<file path="src/rtl/cpu_pkg.sv">
// Shared CPU definitions: ALU opcodes and the ALU-sharing arbiter state encoding.
package cpu_pkg;

    localparam int unsigned OP_W = 3;

    typedef enum logic [OP_W-1:0] {
        ADD = 3'b000,
        OR  = 3'b001,
        AND = 3'b010,
        XOR = 3'b011,
        NOR = 3'b100,
        SLL = 3'b101,
        ROT = 3'b110,
        SUB = 3'b111
    } alu_op_e;

    typedef enum logic {
        IDLE = 1'b0,
        HOLD = 1'b1
    } arb_state_e;

    // One-hot select for a 2-way port index.
    function automatic logic [1:0] onehot2(input logic idx);
        return idx ? 2'b10 : 2'b01;
    endfunction

endpackage

</file>
<file path="src/rtl/alu_share_arb_if.sv">
// Bundle for the shared-ALU arbiter: two requester ports, response port and ALU side.
interface alu_share_arb_if #(
    parameter int unsigned WIDTH  = 32,
    parameter int unsigned CTRL_W = 3
);
    logic [1:0]        req_valid;
    logic [1:0]        req_ready;
    logic [WIDTH-1:0]  req_srca0;
    logic [WIDTH-1:0]  req_srcb0;
    logic [CTRL_W-1:0] req_ctrl0;
    logic [WIDTH-1:0]  req_srca1;
    logic [WIDTH-1:0]  req_srcb1;
    logic [CTRL_W-1:0] req_ctrl1;
    logic [1:0]        rsp_valid;
    logic [1:0]        rsp_ready;
    logic [WIDTH-1:0]  rsp_result;
    logic              rsp_zero;
    logic [WIDTH-1:0]  alu_srca;
    logic [WIDTH-1:0]  alu_srcb;
    logic [CTRL_W-1:0] alu_ctrl;
    logic [WIDTH-1:0]  alu_result;
    logic              alu_zero;

    // Requester side (pipeline stages).
    modport master (
        output req_valid, req_srca0, req_srcb0, req_ctrl0, req_srca1, req_srcb1, req_ctrl1,
        output rsp_ready,
        input  req_ready, rsp_valid, rsp_result, rsp_zero
    );

    // Arbiter side.
    modport slave (
        input  req_valid, req_srca0, req_srcb0, req_ctrl0, req_srca1, req_srcb1, req_ctrl1,
        input  rsp_ready,
        output req_ready, rsp_valid, rsp_result, rsp_zero,
        output alu_srca, alu_srcb, alu_ctrl,
        input  alu_result, alu_zero
    );

    // ALU instance side.
    modport alu (
        input  alu_srca, alu_srcb, alu_ctrl,
        output alu_result, alu_zero
    );

endinterface

</file>
<file path="src/rtl/rr_arb2.sv">
// Combinational 2-way round-robin grant; a tie goes to the port that did not win last.
module rr_arb2 (
    input  logic [1:0] req,
    input  logic       last,
    output logic [1:0] gnt,
    output logic       gnt_idx
);

    // Single requester wins outright; on a tie the non-last port wins.
    always_comb begin
        gnt = req;
        if (req == 2'b11) begin
            gnt = last ? 2'b01 : 2'b10;
        end
        gnt_idx = gnt[1];
    end

endmodule

</file>
<file path="src/rtl/alu_share_arb.sv">
// Shares one combinational ALU between the execute stage (port 0) and the
// address/branch-target unit (port 1). One op in flight; result held until consumed.
module alu_share_arb
    import cpu_pkg::*;
#(
    parameter int unsigned WIDTH  = 32,
    parameter int unsigned CTRL_W = 3
) (
    input logic            clk,
    input logic            rst_n,
    alu_share_arb_if.slave bus
);

    arb_state_e        state_q, state_d;
    logic              own_q, own_d;
    logic              last_q, last_d;
    logic [WIDTH-1:0]  result_q, result_d;
    logic              zero_q, zero_d;

    logic [1:0]        gnt;
    logic              gnt_idx;
    logic              accept_ok;
    logic              accept;
    logic [1:0]        ready;
    logic [WIDTH-1:0]  srca;
    logic [WIDTH-1:0]  srcb;
    logic [CTRL_W-1:0] ctrl;

    rr_arb2 u_rr_arb2 (
        .req     (bus.req_valid),
        .last    (last_q),
        .gnt     (gnt),
        .gnt_idx (gnt_idx)
    );

    // Accept a new op when empty, or when the held result is consumed this cycle.
    always_comb begin
        accept_ok = (state_q == IDLE) | ((state_q == HOLD) & bus.rsp_ready[own_q]);
        ready     = accept_ok ? gnt : 2'b00;
        accept    = |ready;
    end

    // Steer the granted operands to the ALU; keep its inputs at zero otherwise.
    always_comb begin
        srca = '0;
        srcb = '0;
        ctrl = '0;
        if (accept) begin
            if (gnt_idx) begin
                srca = bus.req_srca1;
                srcb = bus.req_srcb1;
                ctrl = bus.req_ctrl1;
            end else begin
                srca = bus.req_srca0;
                srcb = bus.req_srcb0;
                ctrl = bus.req_ctrl0;
            end
        end
    end

    // Next-state: capture on accept, drop to IDLE when the owner consumes without reissue.
    always_comb begin
        state_d  = state_q;
        own_d    = own_q;
        last_d   = last_q;
        result_d = result_q;
        zero_d   = zero_q;
        if (accept) begin
            state_d  = HOLD;
            own_d    = gnt_idx;
            last_d   = gnt_idx;
            result_d = bus.alu_result;
            zero_d   = bus.alu_zero;
        end else begin
            unique case (state_q)
                IDLE: state_d = IDLE;
                HOLD: if (bus.rsp_ready[own_q]) state_d = IDLE;
            endcase
        end
    end

    // State and result registers; reset discards any held result.
    always_ff @(posedge clk or negedge rst_n) begin
        if (!rst_n) begin
            state_q  <= IDLE;
            own_q    <= 1'b0;
            last_q   <= 1'b1;
            result_q <= '0;
            zero_q   <= 1'b0;
        end else begin
            state_q  <= state_d;
            own_q    <= own_d;
            last_q   <= last_d;
            result_q <= result_d;
            zero_q   <= zero_d;
        end
    end

    // Outputs: response side decoded straight from registers.
    always_comb begin
        bus.req_ready  = ready;
        bus.alu_srca   = srca;
        bus.alu_srcb   = srcb;
        bus.alu_ctrl   = ctrl;
        bus.rsp_valid  = (state_q == HOLD) ? onehot2(own_q) : 2'b00;
        bus.rsp_result = result_q;
        bus.rsp_zero   = zero_q;
    end

endmodule

</file>
<file path="src/flat_wrapper.sv">
// flat-port wrapper written by rule: the top's interface ports become plain ports
module alu_share_arb_flat import cpu_pkg::*;
#(
    parameter int unsigned WIDTH  = 32,
    parameter int unsigned CTRL_W = 3
)
  (clk, rst_n, bus_req_valid, bus_req_srca0, bus_req_srcb0, bus_req_ctrl0, bus_req_srca1, bus_req_srcb1, bus_req_ctrl1, bus_rsp_ready, bus_req_ready, bus_rsp_valid, bus_rsp_result, bus_rsp_zero, bus_alu_srca, bus_alu_srcb, bus_alu_ctrl, bus_alu_result, bus_alu_zero);
  alu_share_arb_if #(.WIDTH(WIDTH), .CTRL_W(CTRL_W)) bus_i ();
  input logic clk;
  input logic rst_n;
  input wire logic [$bits(bus_i.req_valid)-1:0] bus_req_valid;
  input wire logic [$bits(bus_i.req_srca0)-1:0] bus_req_srca0;
  input wire logic [$bits(bus_i.req_srcb0)-1:0] bus_req_srcb0;
  input wire logic [$bits(bus_i.req_ctrl0)-1:0] bus_req_ctrl0;
  input wire logic [$bits(bus_i.req_srca1)-1:0] bus_req_srca1;
  input wire logic [$bits(bus_i.req_srcb1)-1:0] bus_req_srcb1;
  input wire logic [$bits(bus_i.req_ctrl1)-1:0] bus_req_ctrl1;
  input wire logic [$bits(bus_i.rsp_ready)-1:0] bus_rsp_ready;
  output wire logic [$bits(bus_i.req_ready)-1:0] bus_req_ready;
  output wire logic [$bits(bus_i.rsp_valid)-1:0] bus_rsp_valid;
  output wire logic [$bits(bus_i.rsp_result)-1:0] bus_rsp_result;
  output wire logic [$bits(bus_i.rsp_zero)-1:0] bus_rsp_zero;
  output wire logic [$bits(bus_i.alu_srca)-1:0] bus_alu_srca;
  output wire logic [$bits(bus_i.alu_srcb)-1:0] bus_alu_srcb;
  output wire logic [$bits(bus_i.alu_ctrl)-1:0] bus_alu_ctrl;
  input wire logic [$bits(bus_i.alu_result)-1:0] bus_alu_result;
  input wire logic [$bits(bus_i.alu_zero)-1:0] bus_alu_zero;
  assign bus_i.req_valid = bus_req_valid;
  assign bus_i.req_srca0 = bus_req_srca0;
  assign bus_i.req_srcb0 = bus_req_srcb0;
  assign bus_i.req_ctrl0 = bus_req_ctrl0;
  assign bus_i.req_srca1 = bus_req_srca1;
  assign bus_i.req_srcb1 = bus_req_srcb1;
  assign bus_i.req_ctrl1 = bus_req_ctrl1;
  assign bus_i.rsp_ready = bus_rsp_ready;
  assign bus_req_ready = bus_i.req_ready;
  assign bus_rsp_valid = bus_i.rsp_valid;
  assign bus_rsp_result = bus_i.rsp_result;
  assign bus_rsp_zero = bus_i.rsp_zero;
  assign bus_alu_srca = bus_i.alu_srca;
  assign bus_alu_srcb = bus_i.alu_srcb;
  assign bus_alu_ctrl = bus_i.alu_ctrl;
  assign bus_i.alu_result = bus_alu_result;
  assign bus_i.alu_zero = bus_alu_zero;
  alu_share_arb #(.WIDTH(WIDTH), .CTRL_W(CTRL_W)) u_core (.clk(clk), .rst_n(rst_n), .bus(bus_i));
endmodule
</file>
<file path="config.mk">
export PLATFORM = sky130hd
export DESIGN_NAME = alu_share_arb_flat
export DESIGN_NICKNAME = d
export VERILOG_FILES = /design/src/rtl/cpu_pkg.sv /design/src/rtl/alu_share_arb_if.sv /design/src/rtl/rr_arb2.sv /design/src/rtl/alu_share_arb.sv /design/src/flat_wrapper.sv
export SDC_FILE = /design/constraint.sdc
export NUM_CORES = 1
export LEC_CHECK = 0
export ABC_AREA = 1
export CELL_PAD_IN_SITES_DETAIL_PLACEMENT = 1
export CELL_PAD_IN_SITES_GLOBAL_PLACEMENT = 2
export CORE_AREA = 2 2 139 154
export CTS_CLUSTER_DIAMETER = 50
export CTS_CLUSTER_SIZE = 8
export DETAILED_ROUTE_END_ITERATION = 7
export DIE_AREA = 0 0 141 156
export PLACE_DENSITY_LB_ADDON = 0.15
export SYNTH_ARGS = -nofsm -noshare
export SYNTH_HDL_FRONTEND = slang
export SYNTH_HIERARCHICAL = 1
export SYNTH_SLANG_ARGS = --single-unit
</file>
<file path="constraint.sdc">
create_clock -name clk -period 2.5 [get_ports clk]
set_clock_uncertainty 0.1 [all_clocks]
set_input_delay 0.5 -clock clk [delete_from_list [all_inputs] [get_ports clk]]
set_output_delay 0.5 -clock clk [all_outputs]
set_load 0.02 [all_outputs]
</file>
==> run summary, run 1 <==
IO buf count: 276
Core footprint: 20,440 µm²
Largest net degree at the start of global routing: 37
Share of layout cells above drive strength 1: 25.62%
Most numerous cell in the Yosys netlist: nand2_1
Root Buffer: clkbuf_16
Placed cell area: 5738 µm²
Slew @ Worst Pin: 0.8812 ns
CTS Buf Count: 5
Critical R2R Launch: u_core/last_q
Final antenna-violating net count: 0
Synth top area cells: dfrtp_1 34%, mux2i_1 26%, nand2_1 11%
Crit path required time: 1.90 ns
Leak: 2.735 nW
Sink Count: 36
Post-synth top flop: dfrtp_1
Crit start category: input pin
Max-slew headroom: 41.26%
Pwr per Cell Area: 914.2 nW/µm²
Routability cong.: 0.8123
Via Count: 3,478
TNS Setup: 0 ns
Initial Util: 12.78%
Final Cycle Share: 98.20%
Drt via density: 4.030
Hold Crit Class: input pin to asynchronous set/reset pin
Clk slew on worst S/H paths: 0.06 ns
Detailed-route wire length: 15,910 µm
Setup ws final: 0.04498 ns
Site Rows: 55
Critical Path End Type: output pin
Minimum clock period: 2.455 ns
Die Ht: 156 µm
Worst-path fanout max: 6
H-tree depth: 2
Final non-filler cell area: 6225 µm²
Width of the die: 141 µm
Run status: complete, no violations
Top post-synthesis cells by count: 76 x nand2_1, 70 x nor2_1, 67 x mux2i_1
Area Overhead vs Synth: 138.4%
Share of the synthesized area in the top cell type: 33.54%
VDD IR max: 0.0004929 V
Pre-antenna DRT Iters: 4
Synth warn: 6
Yosys cell types: 16
First-pass GRT wire length: 23,140 µm
Clock buffer depth: 2
Max-cap violations: 0
Placed insts: 841
Total GRT Usage: 13.76%
Avg Cell Area, Syn: 8.035 µm²
Synth async-reset ratio: 100.0%
RSZ-0062 raised after global routing: yes
Gate Count Post-Synth: 325
Clock Latency Late Sink: 0.28 ns
Max-slew violation count: 0
Initial antenna violation count: 4
FF+latch count, synth: 36
WHS: 0.2403 ns
Hold buffers post-CTS: 0
EDFF count, synth: 0
Setup violations, final: 0
Post-detailed-route DRC marker count: 0
Post-Syn Area: 2611 µm²
TritonCTS clock tree: built
Crit path arrival time: 1.86 ns
Setup WS pre-CTS: -0.5685 ns
Die ar.: 22,000 µm²
Kind of critical path: input pin to output pin
# IOs: 277
Cell taking the most area after synthesis: dfrtp_1
WL/cell: 18.43 µm
Number of global-route vias before repair: 3,699
Final Hold Fails: 0
Finished Layout Cells: 863
Share of the yosys chip area belonging to registers: 34.55%
Fmax: 407.3 MHz
Initial DRC Count: 101
Critical path origin: bus_req_valid[0]
HPWL Detailed: 12,240 µm
Syn Nets: 498
Grt ovf: 0
Final #Nets: 777
cells by family (layout without fill, tap and decap cells):
group	after synthesis	after routing	share of synthesized area [%]
AO/OA/AOI/OAI	36	36	10.30
buffers and inverters	38	318	7.907
flip-flops	36	36	34.55
multiplexers	67	67	25.68
other	0	2	0
AND/OR/NAND/NOR	148	148	21.56
report_power, final:
part	switching, mW	total [mW]	internal [mW]
clock network	0.239	0.637	0.398
logic	2.12	4.01	1.89
registers	0.169	1.04	0.875
total	2.53	5.69	3.16
critical path: stages:
cell and delay (ns):
dlygate4sd2_1 0.28, a21oi_4 0.23, buf_6 0.16, buf_16 0.12, buf_16 0.13, mux2i_4 0.26
nor2_4 0.05, buf_6 0.12
cells in the final DEF, fill, tap and decap left out, drive strengths merged:
master and count:
a21oi 1, buf 97, clkbuf 8, clkdlybuf4s50 203, dfrtp 35, dfstp 1
diode 2, dlygate4sd2 2, dlymetal6s2s 1, inv 7, mux2i 67, nand2 76
nand3 2, nor2 70, o211ai 34, o21ai 1
per-layer routing:
| metal | vias to the layer above | track usage [%] | part of all wire, % |
|---|---|---|---|
| li1 | 1647 | - | - |
| met1 | 1628 | 15.04 | 38 |
| met2 | 178 | 25.53 | 52 |
| met3 | 23 | 4.021 | 8.0 |
| met4 | 2 | 4.381 | 2.3 |
| met5 | - | 0 | 0.082 |
sequential cells by signal, summed over array words and instances, names as in the netlist:
register,cells
u_core/bus.rsp_zero,1
u_core/own_q,1
u_core/state_q,1
u_core/bus.rsp_result,32
u_core/last_q,1
path summary, 6_finish.rpt:
| check | end | slack [ns] | cells past startpoint |
|---|---|---|---|
| max reg2reg | u_core/own_q | 0.73 | 6 |
| min | u_core/bus.rsp_result[6] | 0.24 | 1 |
| min in group clk | u_core/bus.rsp_result[26] | 0.37 | 2 |
| max | bus_alu_srca[26] | 0.04 | 8 |
| max in group asynchronous | u_core/own_q | 1.50 | 1 |
| min reg2reg | u_core/bus.rsp_result[26] | 0.37 | 2 |
layout make-up:
type | instances | area [µm²]
multi-input cells | 251 | 1715
repair buffers | 303 | 3109
clock buffers | 8 | 146.4
fillers | 2352 | 14210
inverters | 7 | 26.28
well taps | 256 | 320.3
diodes | 2 | 5.005
flip-flops and latches | 36 | 902.1
timing repair:
action | CTS | global route
resized for setup | 298 | 117
setup endpoints to repair | 69 | 62
gates cloned | 4 | 0
pin swaps | 2 | 2
buffers inserted | 7 | 1
per-stage QoR:
stage / power (mW) / util [%]
4_1_cts: 5.464 / 28.58
3_3_place_gp: 4.721 / 28.07
2_1_floorplan: 2.850 / -
6_report: 5.691 / 30.46
3_5_place_dp: 4.757 / 28.07
5_1_grt: 6.067 / 30.46
(Power assumes the default switching activity.)
==> run 2: changes to the inputs <==
Settings changed: CELL_PAD_IN_SITES_GLOBAL_PLACEMENT 2 to 1, CORE_AREA 2 2 139 154 to 2 2 159 99, DIE_AREA 0 0 141 156 to 0 0 161 101.
==> run 2 against run 1 <==
First-iteration DRC count down 37%; wire length down 11%; worst hold slack worse by 0.17 ns; combinational power up 1%; critical path type unchanged; maximum frequency up 0.48%; non-clock buffer count up 9; sequential power about the same; clock power about the same.
==> run summary, run 2 (synthesis gave the netlist of run 1 again) <==
First-pass GRT wire length: 20,220 µm
Width of the die: 161 µm
Sink Count: 36
Max-slew violation count: 0
Die ar.: 16,260 µm²
Finished Layout Cells: 817
Critical-path cell list: dlygate4sd2_1 > a21oi_4 > buf_12 > buf_4 > buf_4 > mux2i_1 > nor2_2 > buf_6
Buffers plus inverters on the worst setup path: 5
Ant diodes: 0
Largest net degree at the start of global routing: 36
Crit path required time: 1.90 ns
CP Depth: 8
Post-detailed-route DRC marker count: 0
Setup WS pre-CTS: -0.5596 ns
Critical Path End Type: output pin
Commonest cells after routing, fill and taps aside: 204 x clkdlybuf4s50_1, 75 x nand2_1, 58 x mux2i_1, 53 x buf_4, 35 x dfrtp_1
Total GRT Usage: 15.88%
WL/cell: 17.29 µm
Number of global-route vias before repair: 3,582
Drt via density: 4.228
H-tree depth: 2
Max FFs per register: 32
Family with the most delay on the worst path: buffers and inverters
Pre-antenna DRT Iters: 4
# IOs: 277
Final antenna-violating net count: 0
Detailed-route wire length: 14,130 µm
Final Hold Fails: 0
Critical path origin: bus_req_valid[0]
Core footprint: 14,890 µm²
Pwr per Cell Area: 934.1 nW/µm²
Hold Crit Class: input pin to asynchronous set/reset pin
Fmax: 409.3 MHz
Final Cycle Share: 97.73%
Initial antenna violation count: 0
Crit start category: input pin
RSZ-0062 raised after global routing: yes
Minimum clock period: 2.443 ns
Leak: 2.755 nW
CP max-delay cell: dlygate4sd2_1
Clock Latency Late Sink: 0.28 ns
Crit path arrival time: 1.84 ns
Clk slew on worst S/H paths: 0.05 ns
TritonCTS clock tree: built
Most frequent CP cell: buf_4
Grt ovf: 0
Routability cong.: 0.8811
Initial DRC Count: 64
Reg2Reg Depth: 7
Critical R2R Launch: u_core/last_q
Worst path max stage delay: 0.28 ns
Most common cell after layout, fill and taps aside: clkdlybuf4s50_1
VDD IR max: 0.0003655 V
Setup ws final: 0.05670 ns
Max-cap violations: 0
IO buf count: 276
Root Buffer: clkbuf_16
Setup violations, final: 0
Via Count: 3,454
Kind of critical path: input pin to output pin
Clock buffer depth: 2
Placed insts: 796
HPWL Detailed: 10,340 µm
Slew @ Worst Pin: 0.4759 ns
Run status: complete, no violations
Worst-path fanout max: 5
Final #Nets: 786
Hold buffers post-CTS: 0
Share of layout cells above drive strength 1: 26.55%
Area Overhead vs Synth: 135.5%
CTS Buf Count: 5
Site Rows: 35
Initial Util: 17.54%
Max-slew headroom: 68.28%
Die Ht: 101 µm
## run 2: cell count changes in the layout (fill, tap and decap cells not counted), moves of 3 or more
cell | previous run | this run
buf_2 | 8 | 18
buf_4 | 44 | 53
nor2_2 | 32 | 24
buf_6 | 29 | 22
buf_12 | 12 | 6
nor2_4 | 6 | 12
buf_16 | 4 | 1
clkbuf_16 | 5 | 8
## run 2: final cells by class
type                            count  area, µm²
Sequential cell                    36      902.1
Tap cell                          203      254.0
Timing Repair Buffer              312       3060
Clock buffer                        8      146.4
Multi-Input combinational cell    251       1760
Inverter                            7      26.28
Fill cell                        1742       8740
## run 2: where the power goes
group	switching, mW	internal (mW)	total (mW)
Sequential	0.166	0.875	1.04
Clock	0.238	0.398	0.635
Combinational	2.14	1.93	4.07
## run 2: routing by layer
metal | global-route usage [%] | part of all wire (%) | vias to the layer above
met1 | 20.55 | 44 | 1634
met3 | 6.006 | 8.5 | 7
met2 | 26.15 | 47 | 147
li1 | - | - | 1666
met4 | 1.717 | 0.45 | 0
met5 | 0 | 0 | -
## run 2: path summary, 6_finish.rpt
check                                            endpoint  slack [ns]
worst max-delay path                      bus_alu_srca[4]        0.06
worst min-delay path            u_core/bus.rsp_result[12]        0.07
worst max register to register        u_core/bus.rsp_zero        0.71
worst min register to register  u_core/bus.rsp_result[18]        0.37
max in group asynchronous                   u_core/last_q        1.63
min in group clk                u_core/bus.rsp_result[18]        0.37
## run 2: worst reg2reg max path, cell delays in order, from the launching register on
cell and delay, ns:
dfstp_2 0.57, a21oi_4 0.08, buf_12 0.14, o21ai_4 0.16, bufbuf_16 0.33, buf_4 0.21, nand2_1 0.07, nand2_1 0.06
## run 2: repair_timing
| action | CTS | global route |
|---|---|---|
| endpoints found under the setup margin | 69 | 57 |
| buffers inserted | 6 | 1 |
| pin swaps | 4 | 2 |
| gates resized for setup | 332 | 83 |
| cloned | 2 | 5 |
| endpoints found under the hold margin | 0 | 0 |
## run 2: through the flow
| stage | util (%) | hold WS [ns] | area [µm²] | TNS [ns] | total power [mW] |
|---|---|---|---|---|---|
| floorplan | - | 0.1044 | 2611 | 0 | 2.850 |
| global placement | 38.34 | 0.3537 | 5709 | -36.21 | 4.710 |
| detailed placement | 38.34 | 0.3588 | 5709 | -35.76 | 4.749 |
| CTS | 39.44 | 0.09047 | 5872 | -1.213 | 5.527 |
| global route | 41.30 | 0.1052 | 6150 | -0.03739 | 6.144 |
| finish | 41.30 | 0.07167 | 6150 | 0 | 5.744 |
